$ cat src/rtl/digital_clock_hms.sv
// BCD hours/minutes/seconds clock advanced by a synchronized 1 Hz input.
// Supports validated time loading and a sticky, acknowledgeable minute alarm.
module digital_clock_hms #(
  parameter int unsigned SYNC_STAGES = 2
) (
  input  logic       clk,
  input  logic       rst_n,
  input  logic       nclk_in,
  input  logic       run,
  input  logic       load,
  input  logic [7:0] load_hh,
  input  logic [7:0] load_mm,
  input  logic [7:0] load_ss,
  input  logic       alarm_en,
  input  logic [7:0] alarm_hh,
  input  logic [7:0] alarm_mm,
  input  logic       alarm_ack,
  output logic [7:0] hh,
  output logic [7:0] mm,
  output logic [7:0] ss,
  output logic       sec_pulse,
  output logic       alarm,
  output logic       load_err
);

  logic [SYNC_STAGES-1:0] sync_q, sync_d;
  logic                   prev_q, prev_d;
  logic [7:0]             hh_q, hh_d, mm_q, mm_d, ss_q, ss_d;
  logic                   sec_pulse_q, sec_pulse_d;
  logic                   alarm_q, alarm_d;
  logic                   load_err_q, load_err_d;
  logic                   tick, load_ok, advance;

  // Wraps to zero at max, otherwise a BCD +1 with low-digit carry.
  function automatic logic [7:0] bcd_step(input logic [7:0] v, input logic [7:0] max);
    if (v == max)
      return '0;
    else if (v[3:0] == 4'd9)
      return {v[7:4] + 4'd1, 4'd0};
    else
      return {v[7:4], v[3:0] + 4'd1};
  endfunction

  function automatic logic bcd_ok(input logic [7:0] v, input logic [7:0] max);
    return (v[3:0] <= 4'd9) && (v[7:4] <= 4'd9) && (v <= max);
  endfunction

  always_comb begin
    sync_d      = {sync_q[SYNC_STAGES-2:0], nclk_in};
    prev_d      = sync_q[SYNC_STAGES-1];
    tick        = sync_q[SYNC_STAGES-1] & ~prev_q;
    load_ok     = bcd_ok(load_hh, 8'h23) && bcd_ok(load_mm, 8'h59) && bcd_ok(load_ss, 8'h59);
    hh_d        = hh_q;
    mm_d        = mm_q;
    ss_d        = ss_q;
    sec_pulse_d = 1'b0;
    load_err_d  = 1'b0;
    advance     = 1'b0;

    // Any load, valid or not, swallows a coincident tick.
    if (load) begin
      if (load_ok) begin
        hh_d = load_hh;
        mm_d = load_mm;
        ss_d = load_ss;
      end else begin
        load_err_d = 1'b1;
      end
    end else if (tick && run) begin
      advance     = 1'b1;
      sec_pulse_d = 1'b1;
      ss_d        = bcd_step(ss_q, 8'h59);
      if (ss_q == 8'h59) begin
        mm_d = bcd_step(mm_q, 8'h59);
        if (mm_q == 8'h59)
          hh_d = bcd_step(hh_q, 8'h23);
      end
    end

    // Set wins over ack/disable when both land on the same edge.
    alarm_d = alarm_q;
    if (alarm_ack || !alarm_en)
      alarm_d = 1'b0;
    if (advance && alarm_en && hh_d == alarm_hh && mm_d == alarm_mm && ss_d == 8'h00)
      alarm_d = 1'b1;
  end

  always_ff @(posedge clk or negedge rst_n) begin
    if (!rst_n) begin
      sync_q      <= '0;
      prev_q      <= 1'b0;
      hh_q        <= '0;
      mm_q        <= '0;
      ss_q        <= '0;
      sec_pulse_q <= 1'b0;
      alarm_q     <= 1'b0;
      load_err_q  <= 1'b0;
    end else begin
      sync_q      <= sync_d;
      prev_q      <= prev_d;
      hh_q        <= hh_d;
      mm_q        <= mm_d;
      ss_q        <= ss_d;
      sec_pulse_q <= sec_pulse_d;
      alarm_q     <= alarm_d;
      load_err_q  <= load_err_d;
    end
  end

  assign hh        = hh_q;
  assign mm        = mm_q;
  assign ss        = ss_q;
  assign sec_pulse = sec_pulse_q;
  assign alarm     = alarm_q;
  assign load_err  = load_err_q;

endmodule

$ cat config.mk
export PLATFORM = sky130hd
export DESIGN_NAME = digital_clock_hms
export DESIGN_NICKNAME = d
export VERILOG_FILES = /design/src/rtl/digital_clock_hms.sv
export SDC_FILE = /design/constraint.sdc
export NUM_CORES = 1
export LEC_CHECK = 0
export BUFFER_PORTS_ARGS = -buffer_cell sky130_fd_sc_hd__buf_2
export CAP_MARGIN = 30
export CORE_MARGIN = 4
export CORE_UTILIZATION = 58
export CTS_BUF_LIST = sky130_fd_sc_hd__clkbuf_8
export DETAILED_ROUTE_END_ITERATION = 16
export GPL_TIMING_DRIVEN = 0
export PLACE_DENSITY = 0.88
export SETUP_SLACK_MARGIN = 0.02
export SYNTH_ARGS = -nofsm -noshare
export SYNTH_HDL_FRONTEND = slang
export SYNTH_SLANG_ARGS = --single-unit
$ cat constraint.sdc
create_clock -name clk -period 6.3 [get_ports clk]
set_input_delay 1.26 -clock clk [delete_from_list [all_inputs] [get_ports clk]]
set_output_delay 1.26 -clock clk [all_outputs]
set_load 0.05 [all_outputs]
==> summary.md, run 1 <==
| Metric | Value |
|---|---|
| Status | `completed` |
| Initial Util | `61.1%` |
| Share of layout cells above drive strength 1 | `27.9%` |
| Min-delay worst type | `reg -> reg` |
| Ant. Diodes | `0` |
| Hold Path End | `sync_q[1]` |
| Pwr Density | `259 nW/um2` |
| Die X | `73.6 um` |
| Synth Area per Inst | `~8.8 um2` |
| Hold Path Origin | `sync_q[0]` |
| Lkg Pwr | `0.00138 uW` |
| Register area share after synthesis | `a little under a third` |
| Vias in the first global route | `2603` |
| Synth unique cells | `65` |
| Crit path kind | `in -> reg` |
| Crit end category | `flip-flop` |
| Finish-stage setup viols | `0` |
| EDFF count, synth | `0` |
| Pin count of the biggest net entering global routing | `31` |
| Clk sinks | `30` |
| WL/cell | `around 19 um` |
| WP buf/inv | `2` |
| CTS tree | `yes` |
| # rows | `23` |
| Die area | `roughly 5400 um2` |
| Clock Tree Root | `clkbuf_8` |
| Post-Route WL | `7970 um` |
| Clk pin slew, worst setup/hold paths | `~0.08 ns` |
| Cts hold-fix bufs | `0` |
| Critical-path cell list | `buf_2 -> a22oi_1 -> nand4_1 -> buf_4 -> nor2_1 -> a21oi_1 -> mux2i_1 -> a2111oi_0 -> nand4_1 -> o21ai_1` |
| R2r worst-path depth | `10` |
| DRC viols | `0` |
| 1st-iter DRT viols | `397` |
| # resized after CTS | `0` |
| Vias per inst | `6.68` |
| Synth warnings | `0` |
| Grt ovf | `0` |
| Maximum clock rate | `0.246 GHz` |
| Global-route usage over all layers | `30.5%` |
| Worst r2r src | `ss[0]` |
| Startpoint Class | `input pin` |
| Initial antenna violation count | `0` |
| CTS Buf Count | `5` |
| Core Area | `4090 um2` |
| Yosys reg bits | `30` |
| H-tree depth | `2` |
| # IOs | `74` |
| Area Overhead vs Synth | `20.9%` |
| Minimum hold slack | `roughly 0.35 ns` |
| Nets | `424` |
| Max Buffers Root-to-Sink | `2` |
| Post-Syn Area | `2500 um2` |
| Most frequent CP cell | `nand4_1` |
| Top delay family on crit path | `compound AO/OA/AOI/OAI gates` |
| Worst R2R Setup Slack | `between 2 and 3 ns` |
| Relative slew slack | `46.8%` |
| Area taken by multi-input logic gates | `1590 um2` |
| Die Y | `73.6 um` |
| Worst-path maximum fanout | `10` |
| VDD IR max | `between 100 and 150 uV` |
| Min cycle time layout | `4.06 ns` |
| Max Cap Viol | `0` |
| FILL cells | `312` |
| Top_reg_cell synth | `dfrtp_1` |
| ANT nets after route | `0` |
| Detailed Place HPWL | `5890 um` |
| Ys async rst share | `100%` |
| Synth Instances | `285` |
| First-pass GRT wire length | `between 10000 and 15000 um` |
| Setup TNS | `0 ns` |
| Final Hold Vio Count | `0` |
| Max-slew violations | `0` |
| Arrival time at the worst endpoint | `4.28 ns` |
| Slew @ Worst Pin | `0.796 ns` |
| Reg-to-reg endpoint | `alarm` |
| RSZ-0062 raised after global routing | `false` |
| Setup Buffers After CTS | `0` |
| I/O Buffers | `73` |
| Pre-antenna DRT Iters | `5` |
| Slowest CP cell | `nor2_1` |
| Vias | `2777` |
| GPL Wtd Cong | `0.939` |
| Hold Path Depth | `0` |
| Syn nets | `344` |
| Sequential Area | `751 um2` |
| CP required | `6.52 ns` |
| Max incr delay on CP | `0.63 ns` |
| Tcrit/Tclk final | `64.4%` |
| Worst clock skew | `0.0108 ns` |
| Clk_lat worst skew | `between 0.2 and 0.3 ns` |
## cells by family after synthesis
group | Yosys count | synth area share (%)
multiplexers | 7 | 2.81
adder cells (fa/ha/maj) | 12 | 6.01
buffers and inverters | 29 | 6.11
AO/OA/AOI/OAI | 83 | 23.9
AND/OR/NAND/NOR | 111 | 26.6
flip-flops | 30 | 30.1
XOR/XNOR | 13 | 4.56
## sequential cells by signal, indices dropped and copies added (netlist names)
signal and count:
hh 8, mm 8, ss 8, sync_q 2, alarm 1, load_err 1
prev_q 1, sec_pulse 1
## cells in the mapped netlist (3+ instances only)
library cell	number	area [um2]
a211oi_1	9	67.6
a21o_1	3	22.5
a21oi_1	14	70.1
a221o_1	3	30.0
a31oi_1	12	75.1
and3b_1	4	35.0
buf_2	3	15.0
clkbuf_1	8	30.0
dfrtp_1	30	751
ha_1	12	150
inv_1	14	52.6
mux2i_1	7	70.1
nand2_1	16	60.1
nand3_1	11	55.1
nand3b_1	7	52.6
nand4_1	10	62.6
nor2_1	16	60.1
nor2b_1	3	18.8
nor3_1	11	55.1
nor4_1	6	37.5
nor4b_1	3	26.3
o211ai_1	6	45.0
o21ai_0	8	40.0
o22ai_1	3	18.8
or3_1	3	18.8
or4_1	4	30.0
xor2_1	11	96.3
## worst max-delay path by stage
stage / startpoint / end / slack, ns / depth (start not counted)
floorplan: load_hh[7] / alarm / 2.96 / 9
CTS: load_mm[6] / alarm / 2.44 / 10
global route: load_mm[6] / alarm / 2.07 / 10
global placement: load_mm[6] / alarm / 2.20 / 10
detailed placement: load_mm[6] / alarm / 2.17 / 10
finish: load_mm[6] / alarm / 2.24 / 10
## power breakdown
group          switching, uW  internal, uW
combinational            229           112
clock                   80.4          87.8
sequential              51.4           222
## per-stage QoR
step                      std cells  utilization [%]  worst slack [ns]  total power [uW]  area [um2]
after floorplan                 285                -              2.96               512        2500
after global placement          408             71.6              2.20               602        2930
after detailed placement        408             71.6              2.17               611        2930
after CTS                       416             73.9              2.44               779        3020
after global routing            416             73.9              2.07               823        3020
final                           416             73.9              2.24               783        3020
## cell usage in the layout, fill, tap and decap left out, types with 9 or more instances in the layout
master and n:
xor2_1 11, inv_1 14, dfrtp_1 30, nor2_1 16, a21oi_1 14, buf_2 76
ha_1 12, a211oi_1 9, nor3_1 11, nand3_1 11, nand4_1 10, nand2_1 16
a31oi_1 12
## per-layer routing
| layer | vias up | routed length [um] | track usage, % |
|---|---|---|---|
| li1 | 1267 | - | - |
| met1 | 1272 | 3030 | 40.1 |
| met2 | 217 | 3660 | 47.1 |
| met3 | 21 | 1100 | 7.66 |
| met4 | 0 | 174 | 13.5 |
| met5 | - | 0 | 0 |
## worst reg2reg max path, cell delays in order, from the launching register on
cell       delay, ns
dfrtp_1         0.48
ha_1            0.20
nand3b_1        0.28
nor3_1          0.34
buf_2           0.31
nand3_1         0.11
a221oi_1        0.40
a31oi_1         0.10
a2111oi_0       0.63
nand4_1         0.29
o21ai_1         0.18
## layout make-up
cell class                      count  share of cell area [%]
Inverter                           14                    1.74
Clock buffer                        6                    2.73
Tap cell                           50                    2.07
Multi-Input combinational cell    226                    52.8
Clock inverter                      2                   0.414
Buffer                             15                    3.31
Sequential cell                    30                    24.9
Timing Repair Buffer               73                    12.1
Power figures use the tool's default switching activity.
==> run 2: changes to the inputs <==
- CORE_UTILIZATION: 58 -> 49
- PLACE_DENSITY: 0.88 -> 0.79
- clock period: 6.3 -> 3.7 ns (I/O delays scaled with it)
==> run 2 against run 1 <==
Net effect: worst setup slack got worse by 2.0 ns; wire length increased by 1.2%; combinational power increased by 70%; via count decreased by 0.72%; critical endpoint unchanged; largest cell class unchanged.
==> summary.md, run 2 (synthesis gave the netlist of run 1 again) <==
| Metric | Value |
|---|---|
| I/O Buffers | `73` |
| Finish-stage setup viols | `0` |
| 1st-iter DRT viols | `459` |
| Initial Util | `51.8%` |
| Die area | `6300 um2` |
| Reg-to-reg endpoint | `alarm` |
| Die Y | `79.4 um` |
| Pwr Density | `447 nW/um2` |
| CTS tree | `yes` |
| RSZ-0062 raised after global routing | `false` |
| Core Area | `a little under 5000 um2` |
| Arrival time at the worst endpoint | `3.70 ns` |
| Post-Route WL | `8070 um` |
| R2r worst-path depth | `10` |
| Hold Path Origin | `sync_q[0]` |
| Startpoint Class | `flip-flop` |
| # resized after CTS | `0` |
| Global-route usage over all layers | `between 20% and 30%` |
| VDD IR max | `slightly above 200 uV` |
| Total power | `about 1400 uW` |
| Initial antenna violation count | `0` |
| Ant. Diodes | `0` |
| Worst R2R Setup Slack | `0.23 ns` |
| Comb pwr share | `42.4%` |
| CTS Buf Count | `5` |
| GR Util met1 | `37.4%` |
| Most frequent cells in the layout | `76 x buf_2, 30 x dfrtp_1, 16 x nand2_1, 16 x nor2_1` |
| Worst r2r src | `ss[0]` |
| Net Sw Power | `slightly above 600 uW` |
| Tcrit/Tclk final | `93.8%` |
| Share of layout cells above drive strength 1 | `27.9%` |
| Crit path kind | `reg -> reg` |
| First-pass GRT wire length | `12800 um` |
| ANT nets after route | `0` |
| Vias per inst | `6.37` |
| WL/cell | `around 19 um` |
| Clk sinks | `30` |
| Setup TNS | `0 ns` |
| Max Buffers Root-to-Sink | `2` |
| Hold Path Depth | `0` |
| GR Layer Usage met2 | `around 39%` |
| Grt ovf | `0` |
| Grt met3 use | `4.85%` |
| Vias in the first global route | `about 2.5k` |
| Switching Share | `roughly 45%` |
| Area Overhead vs Synth | `22.4%` |
| Lkg Pwr | `0.00139 uW` |
| Vias | `2757` |
| Cell internal pwr | `757 uW` |
| H-tree depth | `2` |
| DRC viols | `0` |
| Relative slew slack | `50.8%` |
| Worst clock skew | `around 0.013 ns` |
| Die X | `79.4 um` |
| Flop pwr share | `34.0%` |
| Clock Tree Root | `clkbuf_8` |
| Final Hold Vio Count | `0` |
| Max-slew violations | `0` |
| Min-delay worst type | `reg -> reg` |
| Max Cap Viol | `0` |
| Clk_lat worst skew | `0.30 ns` |
| Slew @ Worst Pin | `0.735 ns` |
| Min cycle time layout | `3.47 ns` |
| # rows | `25` |
| Setup Buffers After CTS | `0` |
| Nets | `424` |
| Clk pin slew, worst setup/hold paths | `roughly 0.080 ns` |
| Most used routing layer | `met2` |
| Pin count of the biggest net entering global routing | `31` |
| Maximum clock rate | `0.288 GHz` |
| # IOs | `74` |
| Status | `completed` |
| Detailed Place HPWL | `5900 um` |
| FILL cells | `440` |
| Cts hold-fix bufs | `0` |
| Pre-antenna DRT Iters | `6` |
| CP required | `slightly below 4 ns` |
| Worst-path maximum fanout | `10` |
| Clk network pwr share | `23.7%` |
| Most common cell after layout, fill and taps aside | `buf_2` |
| GPL Wtd Cong | `about 0.9` |
| Hold Path End | `sync_q[1]` |
| Crit end category | `flip-flop` |
==> run 2: how the worst max path moves through the flow <==
stage	start	to	slack [ns]	cells after the start
6_report	ss[0]	alarm	0.23	10
5_1_grt	ss[0]	alarm	0.05	10
4_1_cts	ss[0]	alarm	0.38	10
3_5_place_dp	load_hh[7]	alarm	0.1	10
3_3_place_gp	load_hh[7]	alarm	0.09	10
2_1_floorplan	hh[5]	alarm	0.71	9
==> run 2: critical path, cell delays in order (launching register included) <==
cell and delay [ns]:
dfrtp_1 0.48, ha_1 0.20, nand3b_1 0.29, nor3_1 0.35, buf_2 0.32, nand3_1 0.14, a221oi_1 0.43, a31oi_1 0.12
a2111oi_0 0.60, nand4_1 0.28, o21ai_1 0.18
==> run 2: cell type report <==
cell class,instances,area [um2],share of cell area (%)
Tap cell,67,83.8,2.74
Buffer,15,100,3.27
Inverter,14,52.6,1.72
Clock buffer,8,110,3.60
Sequential cell,30,751,24.6
Timing Repair Buffer,73,365,12.0
Multi-Input combinational cell,226,1590,52.1
==> run 2: per-stage QoR <==
| stage | cells | hold WS (ns) | area, um2 | worst slack (ns) | utilization, % |
|---|---|---|---|---|---|
| finish | 433 | 0.355 | 3060 | 0.229 | 63.5 |
| global route | 433 | 0.353 | 3060 | 0.0527 | 63.5 |
| CTS | 433 | 0.351 | 3060 | 0.383 | 63.5 |
| detailed placement | 425 | 0.336 | 2950 | 0.0965 | 61.2 |
| global placement | 425 | 0.333 | 2950 | 0.0946 | 61.2 |
| floorplan | 285 | 0.331 | 2500 | 0.712 | - |
==> run 2: layer usage <==
metal  up-vias  wire length, um  share of wire (%)
li1       1265                -                  -
met1      1265             3300                 41
met2       203             3600                 45
met3        24              946                 12
met4         0              221                2.7
met5         -                0                  0
==> run 2: power groups by stage <==
stage          logic (uW)  registers (uW)  clock network (uW)
2_1_floorplan         250             622                   0
6_report              579             464                 324
4_1_cts               576             461                 328
5_1_grt               619             474                 346
3_3_place_gp          564             464                   0
3_5_place_dp          573             467                   0
==> run 3: changes to the inputs <==
- PLACE_DENSITY: 0.79 -> unset
- PLACE_DENSITY_LB_ADDON: unset -> 0.25
==> run 3 against run 2 <==
Net effect: highest routed layer unchanged; global-route usage down 0.73 points; wire length down 2.6%; worst setup slack better by 0.050 ns.
==> summary.md, run 3 (synthesis gave the netlist of run 1 again) <==
| Metric | Value |
|---|---|
| Maximum clock rate | `between 0.2 and 0.3 GHz` |
| Clk sinks | `30` |
| Vias in the first global route | `2553` |
| Clk_lat worst skew | `~0.29 ns` |
| Die area | `6300 um2` |
| CTS tree | `yes` |
| Setup Buffers After CTS | `0` |
| Slew @ Worst Pin | `0.802 ns` |
| Total power | `approximately 1300 uW` |
| Worst R2R Setup Slack | `0.28 ns` |
| Die Y | `79.4 um` |
| GPL Wtd Cong | `0.944` |
| Post-Route WL | `7860 um` |
| Vias per inst | `about 6.4` |
| Die X | `between 70 and 80 um` |
| Min-delay worst type | `reg -> reg` |
| Area taken by multi-input logic gates | `1590 um2` |
| Setup TNS | `0 ns` |
| Global-route usage over all layers | `25.8%` |
| Worst-path maximum fanout | `10` |
| Max Cap Viol | `0` |
| Max-slew violations | `0` |
| Area Overhead vs Synth | `21.6%` |
| Detailed Place HPWL | `approximately 5900 um` |
| WL/cell | `18.1 um` |
| Cts hold-fix bufs | `0` |
| Max Buffers Root-to-Sink | `2` |
| # rows | `25` |
| Pin count of the biggest net entering global routing | `31` |
| 1st-iter DRT viols | `roughly 260` |
| Critical-path cell list | `inv_1 -> ha_1 -> nand3b_1 -> nor3_1 -> buf_2 -> nand3_1 -> a221oi_1 -> a31oi_1 -> a2111oi_0 -> nand4_1 -> o21ai_1` |
| Finish-stage setup viols | `0` |
| Lkg Pwr | `0.00138 uW` |
| Crit path kind | `reg -> reg` |
| CP required | `between 3 and 4 ns` |
| I/O Buffers | `73` |
| RSZ-0062 raised after global routing | `false` |
| Vias | `2756` |
| DRC viols | `0` |
| Most frequent cells in the layout | `76 x buf_2, 30 x dfrtp_1, 16 x nand2_1, 16 x nor2_1, 15 x inv_1` |
| Status | `completed` |
| Worst clock skew | `0.0108 ns` |
| Ant. Diodes | `0` |
| Initial Util | `51.8%` |
| H-tree depth | `2` |
| Arrival time at the worst endpoint | `3.64 ns` |
| Clk pin slew, worst setup/hold paths | `0.07 ns` |
| Core Area | `4820 um2` |
| Pwr Density | `438 nW/um2` |
| Min cycle time layout | `3.42 ns` |
| Crit end category | `flip-flop` |
| Grt ovf | `0` |
| Max incr delay on CP | `0.59 ns` |
| CTS Buf Count | `5` |
| Slowest CP cell | `a2111oi_0` |
| Final Hold Vio Count | `0` |
| FILL cells | `465` |
| Pre-antenna DRT Iters | `5` |
| Share of layout cells above drive strength 1 | `27.6%` |
| Relative slew slack | `46.3%` |
| Nets | `424` |
| # IOs | `74` |
| Startpoint Class | `flip-flop` |
| Initial antenna violation count | `0` |
| ANT nets after route | `0` |
| First-pass GRT wire length | `around 13000 um` |
| VDD IR max | `222 uV` |
| Most common cell after layout, fill and taps aside | `buf_2` |
| Tcrit/Tclk final | `92.5%` |
| Minimum hold slack | `0.355 ns` |
| # resized after CTS | `0` |
| Sequential Area | `approximately 750 um2` |
| Clock Tree Root | `clkbuf_8` |
run 3: worst paths after layout:
kind,start,endpoint,cells after the start
worst max-delay path,ss[1],alarm,11
worst min-delay path,sync_q[0],sync_q[1],0
worst max register to register,ss[1],alarm,11
worst min register to register,sync_q[0],sync_q[1],0
max in group asynchronous,rst_n,hh[6],1
min in group asynchronous,rst_n,mm[1],1
run 3: layout make-up:
type | count | share of cell area [%]
plain buffers | 15 | 3.29
repair buffers | 73 | 12.0
inverters | 14 | 1.73
clock buffers | 6 | 2.72
well taps | 67 | 2.76
clock inverters | 2 | 0.288
multi-input cells | 226 | 52.5
flip-flops and latches | 30 | 24.7
run 3: stage by stage:
| step | utilization (%) | setup WS [ns] | std cells | cell area [um2] |
|---|---|---|---|---|
| global placement | 61.2 | 0.0922 | 425 | 2950 |
| finish | 63.1 | 0.279 | 433 | 3040 |
| global route | 63.1 | 0.160 | 433 | 3040 |
| floorplan | - | 0.712 | 285 | 2500 |
| CTS | 63.1 | 0.432 | 433 | 3040 |
| detailed placement | 61.2 | 0.161 | 425 | 2950 |
run 3: metal layers:
layer / routed length, um / vias to the layer above / GRT usage [%]
li1: - / 1266 / -
met1: 3460 / 1288 / 36.0
met2: 3490 / 185 / 39.6
met3: 751 / 17 / 4.74
met4: 150 / 0 / 9.97
met5: 0 / - / 0
run 3: where the power goes:
part / internal, uW / switching [uW] / total, uW
sequential: 378 / 87.7 / 466
combinational: 192 / 390 / 582
clock: 147 / 136 / 283
total: 717 / 613 / 1330
run 3: critical path, delay by kind of cell, from the launching register on:
kind | cells | cell delay (ns)
buffers and inverters | 2 | 0.40
AND/OR/NAND/NOR | 4 | 1.07
AO/OA/AOI/OAI | 4 | 1.28
flip-flops | 1 | 0.45
adder cells (fa/ha/maj) | 1 | 0.15
